===== config.mk =====
export PLATFORM = sky130hd
export DESIGN_NAME = pipeline_memd_stage8
export DESIGN_NICKNAME = d
export VERILOG_FILES = /design/src/rtl/pipeline_memd_stage8.sv
export SDC_FILE = /design/constraint.sdc
export NUM_CORES = 1
export LEC_CHECK = 0
export ABC_CLOCK_PERIOD_IN_PS = 6900
export CAP_MARGIN = 10
export CORE_AREA = 2 2 186 188
export DETAILED_ROUTE_END_ITERATION = 8
export DIE_AREA = 0 0 188 190
export RECOVER_POWER = 25
export SYNTH_ARGS = -nofsm -noshare
export SYNTH_HDL_FRONTEND = slang
export SYNTH_SLANG_ARGS = --single-unit

===== constraint.sdc =====
create_clock -name clk -period 6.9 [get_ports clk]
set_input_delay 0.69 -clock clk [delete_from_list [all_inputs] [get_ports clk]]
set_output_delay 0.69 -clock clk [all_outputs]
set_load 0.01 [all_outputs]

===== src/rtl/pipeline_memd_stage8.sv =====
// Memory-data receive stage: selects bus or DRAM load data, aligns and extends it, stalls while
// a DRAM access is outstanding and registers the result for write-back.
module pipeline_memd_stage8 #(
  parameter int unsigned TIMEOUT_CYCLES = 64
) (
  input  logic        clk,
  input  logic        reset,
  input  logic        stall,
  input  logic        is_dram_MEMP,
  input  logic [63:0] pc_MEMP,
  input  logic [63:0] alu_result_MEMP,
  input  logic [1:0]  rf_wr_sel_MEMP,
  input  logic        rf_wr_en_MEMP,
  input  logic [4:0]  rd_MEMP,
  input  logic [2:0]  sys_bus_rd_ctrl,
  input  logic [2:0]  dram_rd_ctrl,
  input  logic [2:0]  dram_wr_ctrl,
  input  logic [63:0] sys_bus_dout,
  input  logic [63:0] dram_dout,
  input  logic        dram_valid,
  output logic        stall_req_MEMD,
  output logic [63:0] pc_MEMD,
  output logic [63:0] alu_result_MEMD,
  output logic [63:0] dm_dout_MEMD,
  output logic [1:0]  rf_wr_sel_MEMD,
  output logic        rf_wr_en_MEMD,
  output logic [4:0]  rd_MEMD,
  output logic        mem_err_MEMD
);

  localparam int unsigned CntW = (TIMEOUT_CYCLES > 2) ? $clog2(TIMEOUT_CYCLES) : 1;
  localparam logic [CntW-1:0] CntLast = CntW'(TIMEOUT_CYCLES - 1);

  typedef enum logic [0:0] {StIdle, StWait} state_e;

  state_e          r_state, w_state_d;
  logic [CntW-1:0] r_cnt, w_cnt_d;

  logic [63:0] r_pc, r_alu_result, r_dm_dout;
  logic [1:0]  r_rf_wr_sel;
  logic        r_rf_wr_en, r_mem_err;
  logic [4:0]  r_rd;

  logic [2:0]  w_rd_ctrl;
  logic [63:0] w_src, w_shifted, w_ext;
  logic        w_access, w_forced, w_stall_req;

  assign w_rd_ctrl = is_dram_MEMP ? dram_rd_ctrl : sys_bus_rd_ctrl;
  assign w_src     = is_dram_MEMP ? dram_dout : sys_bus_dout;
  assign w_shifted = w_src >> {alu_result_MEMP[2:0], 3'b000};
  assign w_access  = is_dram_MEMP & ((dram_rd_ctrl != 3'b000) | (dram_wr_ctrl != 3'b000));
  assign w_forced  = (r_state == StWait) & ~dram_valid & (r_cnt == CntLast);

  always_comb begin
    w_ext = '0;
    unique case (w_rd_ctrl)
      3'b001:  w_ext = {{56{w_shifted[7]}}, w_shifted[7:0]};
      3'b010:  w_ext = {56'd0, w_shifted[7:0]};
      3'b011:  w_ext = {{48{w_shifted[15]}}, w_shifted[15:0]};
      3'b100:  w_ext = {48'd0, w_shifted[15:0]};
      3'b101:  w_ext = {{32{w_shifted[31]}}, w_shifted[31:0]};
      3'b110:  w_ext = {32'd0, w_shifted[31:0]};
      3'b111:  w_ext = w_shifted;
      default: w_ext = '0;
    endcase
  end

  always_comb begin
    w_state_d   = r_state;
    w_cnt_d     = r_cnt;
    w_stall_req = 1'b0;
    unique case (r_state)
      StIdle: begin
        if (w_access & ~dram_valid) begin
          w_state_d   = StWait;
          w_cnt_d     = '0;
          w_stall_req = 1'b1;
        end
      end
      StWait: begin
        w_cnt_d     = r_cnt + 1'b1;
        w_stall_req = ~dram_valid & (r_cnt != CntLast);
        if (dram_valid | (r_cnt == CntLast)) begin
          w_state_d = StIdle;
        end
      end
      default: w_state_d = StIdle;
    endcase
  end

  always_ff @(posedge clk or posedge reset) begin
    if (reset) begin
      r_state <= StIdle;
      r_cnt   <= '0;
    end else begin
      r_state <= w_state_d;
      r_cnt   <= w_cnt_d;
    end
  end

  // Bubble beats external hold; a held cycle never re-reports an error.
  always_ff @(posedge clk or posedge reset) begin
    if (reset) begin
      r_pc         <= '0;
      r_alu_result <= '0;
      r_dm_dout    <= '0;
      r_rf_wr_sel  <= '0;
      r_rf_wr_en   <= 1'b0;
      r_rd         <= '0;
      r_mem_err    <= 1'b0;
    end else if (w_stall_req) begin
      r_rf_wr_en <= 1'b0;
      r_rd       <= '0;
      r_mem_err  <= 1'b0;
    end else if (stall) begin
      r_mem_err <= 1'b0;
    end else begin
      r_pc         <= pc_MEMP;
      r_alu_result <= alu_result_MEMP;
      r_rf_wr_sel  <= rf_wr_sel_MEMP;
      r_rf_wr_en   <= rf_wr_en_MEMP;
      r_rd         <= rd_MEMP;
      r_dm_dout    <= w_forced ? 64'd0 : w_ext;
      r_mem_err    <= w_forced;
    end
  end

  assign stall_req_MEMD  = w_stall_req;
  assign pc_MEMD         = r_pc;
  assign alu_result_MEMD = r_alu_result;
  assign dm_dout_MEMD    = r_dm_dout;
  assign rf_wr_sel_MEMD  = r_rf_wr_sel;
  assign rf_wr_en_MEMD   = r_rf_wr_en;
  assign rd_MEMD         = r_rd;
  assign mem_err_MEMD    = r_mem_err;

endmodule


==> impl_metrics.json <==
{
  "ys_seq_elements": 208,
  "start_util_pct": 31.5,
  "tns_ns": 0,
  "critPathKind": "input port to async pin",
  "synth_edf_count": 0,
  "io_buffer_count": 479,
  "ir_worst_vdd_mv": 0.143,
  "clkTransAtPathRegs_ns": 0.06,
  "end_kind": "async pin",
  "grtUsageMet2_pct": 39.5,
  "grt_pass1_wl_um": 63000,
  "track_usage_pct": 22.7,
  "drt-pass1-iter-count": 6,
  "rsz0062_at_grt": "no",
  "p_per_area_nw_per_um2": 246,
  "max-slew-margin-rel_pct": -160,
  "reg2reg_from": "r_cnt[0]",
  "min_to": "pc_MEMD[4]",
  "path_buf_inv": 3,
  "via_per_inst": 5.02,
  "crit_required_ns": 7.45,
  "synthCells": 1182,
  "fin_skew_ns": 0.0140,
  "clock-sinks": 208,
  "reg2reg_slack_ns": 3.90,
  "cts_hold_buf": 0,
  "setup_viol": 0,
  "crit_path_start_kind": "input port",
  "die_area_um2": 35700,
  "coreArea_um2": 33900,
  "overflow": 0,
  "die_w_um": 188,
  "rows": 68,
  "busiest_layer": "met2",
  "cts_tree": "built",
  "critPathSlowestCell": "clkinvlp_2",
  "synth_seq_area_share_pct": 48.7,
  "placed_cell_area_um2": 15800,
  "hold_depth": 2,
  "synth_ff_type": "dfrtp_1",
  "wl_um": 41800,
  "hold_viol_final": 0,
  "fin_crit_sh_pct": 56.4,
  "arrival_ns": 4.44,
  "yosys_warnings": 0,
  "grt_use_met1_pct": 27.7,
  "drv_cap": 1,
  "drt_iter0_drc": 768,
  "met3_usage_pct": 5.66,
  "grt_pass1_vias": 10256,
  "final_cells": 2089,
  "wl_per_cell_um": 20.0,
  "path_max_fanout": 88,
  "period_minus_slack_ns": 3.89,
  "worst_slew_pin_slew_ns": 3.87,
  "power_leakage_uw": 0.00759,
  "cts_setup_buffers": 0,
  "fmax_mhz": 257,
  "final_net_count": 1897,
  "whs_ns": 0.464,
  "final_area_um2": 16600,
  "place_congestion": 0.917,
  "netlist_area_um2": 10700,
  "startpoint": "reset",
  "dp_hpwl_um": 31900,
  "synth_cell_types": 50,
  "clock_latency_ns": 0.53,
  "ctsResizeCount": 0,
  "synth_nets": 1461,
  "grt_max_degree": 94,
  "status": "finished with violations",
  "min_from": "pc_MEMD[4]",
  "ys_async_sr_fraction_pct": 100,
  "areaGrowthSynthToFinish_pct": 55.6,
  "rr_worst_depth": 8,
  "cts_buffers": 24,
  "violations": "capacitance limit, slew limit",
  "drive_above_1_share_pct": 7.41,
  "dp_cells": 2047,
  "synth.avg_cell_area_um2": 9.04,
  "antenna_found_initial": 2,
  "crit_chain": "dlygate4sd3_1, clkinvlp_2, buf_4",
  "max_stage_delay_ns": 2.17,
  "clockBufferDepth": 3,
  "holdCritPathClass": "flip-flop to flip-flop",
  "clockRootBuffer": "clkbuf_16",
  "die_h_um": 190,
  "htree_levels": 1,
  "worstReg2RegEnd": "dm_dout_MEMD[51]",
  "drt.antenna.violating_nets": 0,
  "cp_top_family": "buffers and inverters",
  "drc": 0,
  "drv_slew": 89,
  "vias": 10486,
  "io-pin-count": 480
}
[layer usage]
layer  wire length (um)  vias to the layer above
li1                   -                     4900
met1              16500                     5009
met2              20600                      496
met3               3340                       79
met4               1330                        2
met5                 11                        -
[worst min-delay path: cells and delay by family, from the launching register on]
family / cells / cell delay, ns
DFF: 1 / 0.33
and+or+nand+nor: 2 / 0.10
[power by group]
group,internal (uW),switching [uW],total (uW),leakage (uW)
Clock,790,517,1310,0.000396
Combinational,651,585,1240,0.00459
Sequential,1430,126,1550,0.00260
[stage by stage]
step | total power, uW | util [%] | setup WS, ns
2_1_floorplan | 2060 | - | 0.529
3_3_place_gp | 2820 | 46.6 | 2.86
3_5_place_dp | 2830 | 46.6 | 2.73
4_1_cts | 4160 | 49.0 | 3.29
5_1_grt | 4310 | 49.0 | 2.30
6_report | 4100 | 49.0 | 3.01
[worst max-delay path by stage]
stage	depth (start not counted)	slack [ns]	endpoint
floorplan	1	0.53	alu_result_MEMD[0]
global placement	8	2.86	dm_dout_MEMD[45]
detailed placement	8	2.73	dm_dout_MEMD[40]
CTS	8	3.29	dm_dout_MEMD[40]
global route	3	2.30	pc_MEMD[4]
finish	3	3.01	dm_dout_MEMD[2]
[layout by cell type, fill, tap and decap left out, drive strengths merged, types with 8 or more instances in the layout]
master / n
a211o: 14
clkdlybuf4s50: 443
nand2b: 12
a221o: 9
dfrtp: 208
a21oi: 21
clkbuf: 30
mux4: 22
mux2: 33
nor2: 48
nand2: 459
o22ai: 11
o221ai: 8
dlygate4sd3: 33
o21ai: 61
buf: 18
a22o: 18
mux2i: 60
o211ai: 14
a21o: 8
nand3: 36
[kinds of logic (layout without fill, tap and decap cells)]
| logic type | after synthesis | in the layout | share of synthesized area, % |
|---|---|---|---|
| flops | 208 | 208 | 48.7 |
| xor+xnor | 4 | 4 | 0.328 |
| mux | 115 | 115 | 13.7 |
| fa+ha+maj | 1 | 1 | 0.117 |
| buf+inv | 89 | 540 | 3.61 |
| compound gates | 180 | 180 | 11.4 |
| simple gates | 585 | 585 | 22.1 |
| other cells | 0 | 1 | 0 |
[cell type report]
class                      instances  area (um^2)
timing repair buffer             494         4890
clock inverter                    11          146
antenna                            1         2.50
inverter                           5         20.0
multi-input combinational        885         5120
clock buffer                      30          663
sequential                       208         5200
tap                              455          569
fill                            3188        17300
[state kept, by name, summed over array words and instances (netlist names)]
name             flops
r_cnt                6
dm_dout_MEMD        64
rf_wr_en_MEMD        1
r_state              1
alu_result_MEMD     64
rd_MEMD              5
mem_err_MEMD         1
pc_MEMD             64
rf_wr_sel_MEMD       2
[cell usage after synthesis, types with 2 or more instances]
library cell | instances | area (um^2)
a21o_1 | 7 | 52.6
a211oi_1 | 7 | 52.6
nor2_1 | 48 | 180
or3_1 | 3 | 18.8
buf_1 | 7 | 26.3
o211ai_1 | 14 | 105
nor3b_1 | 2 | 15.0
o21ai_0 | 60 | 300
inv_1 | 5 | 18.8
xnor2_1 | 3 | 26.3
buf_4 | 9 | 67.6
mux2_2 | 33 | 372
or2_2 | 2 | 12.5
nand4_1 | 4 | 25.0
clkbuf_1 | 59 | 221
o22ai_1 | 11 | 68.8
a22o_1 | 18 | 158
mux4_2 | 22 | 495
a221o_1 | 9 | 90.1
mux2i_1 | 60 | 601
a31oi_1 | 2 | 12.5
o221ai_1 | 8 | 70.1
dfrtp_1 | 208 | 5200
a21oi_1 | 21 | 105
a211o_1 | 14 | 123
buf_2 | 8 | 40.0
nor2b_1 | 4 | 25.0
nand3_1 | 36 | 180
nand2b_1 | 12 | 75.1
nand2_1 | 459 | 1720
nor3_1 | 7 | 35.0
and3_1 | 2 | 12.5
Power figures use the tool's default switching activity.
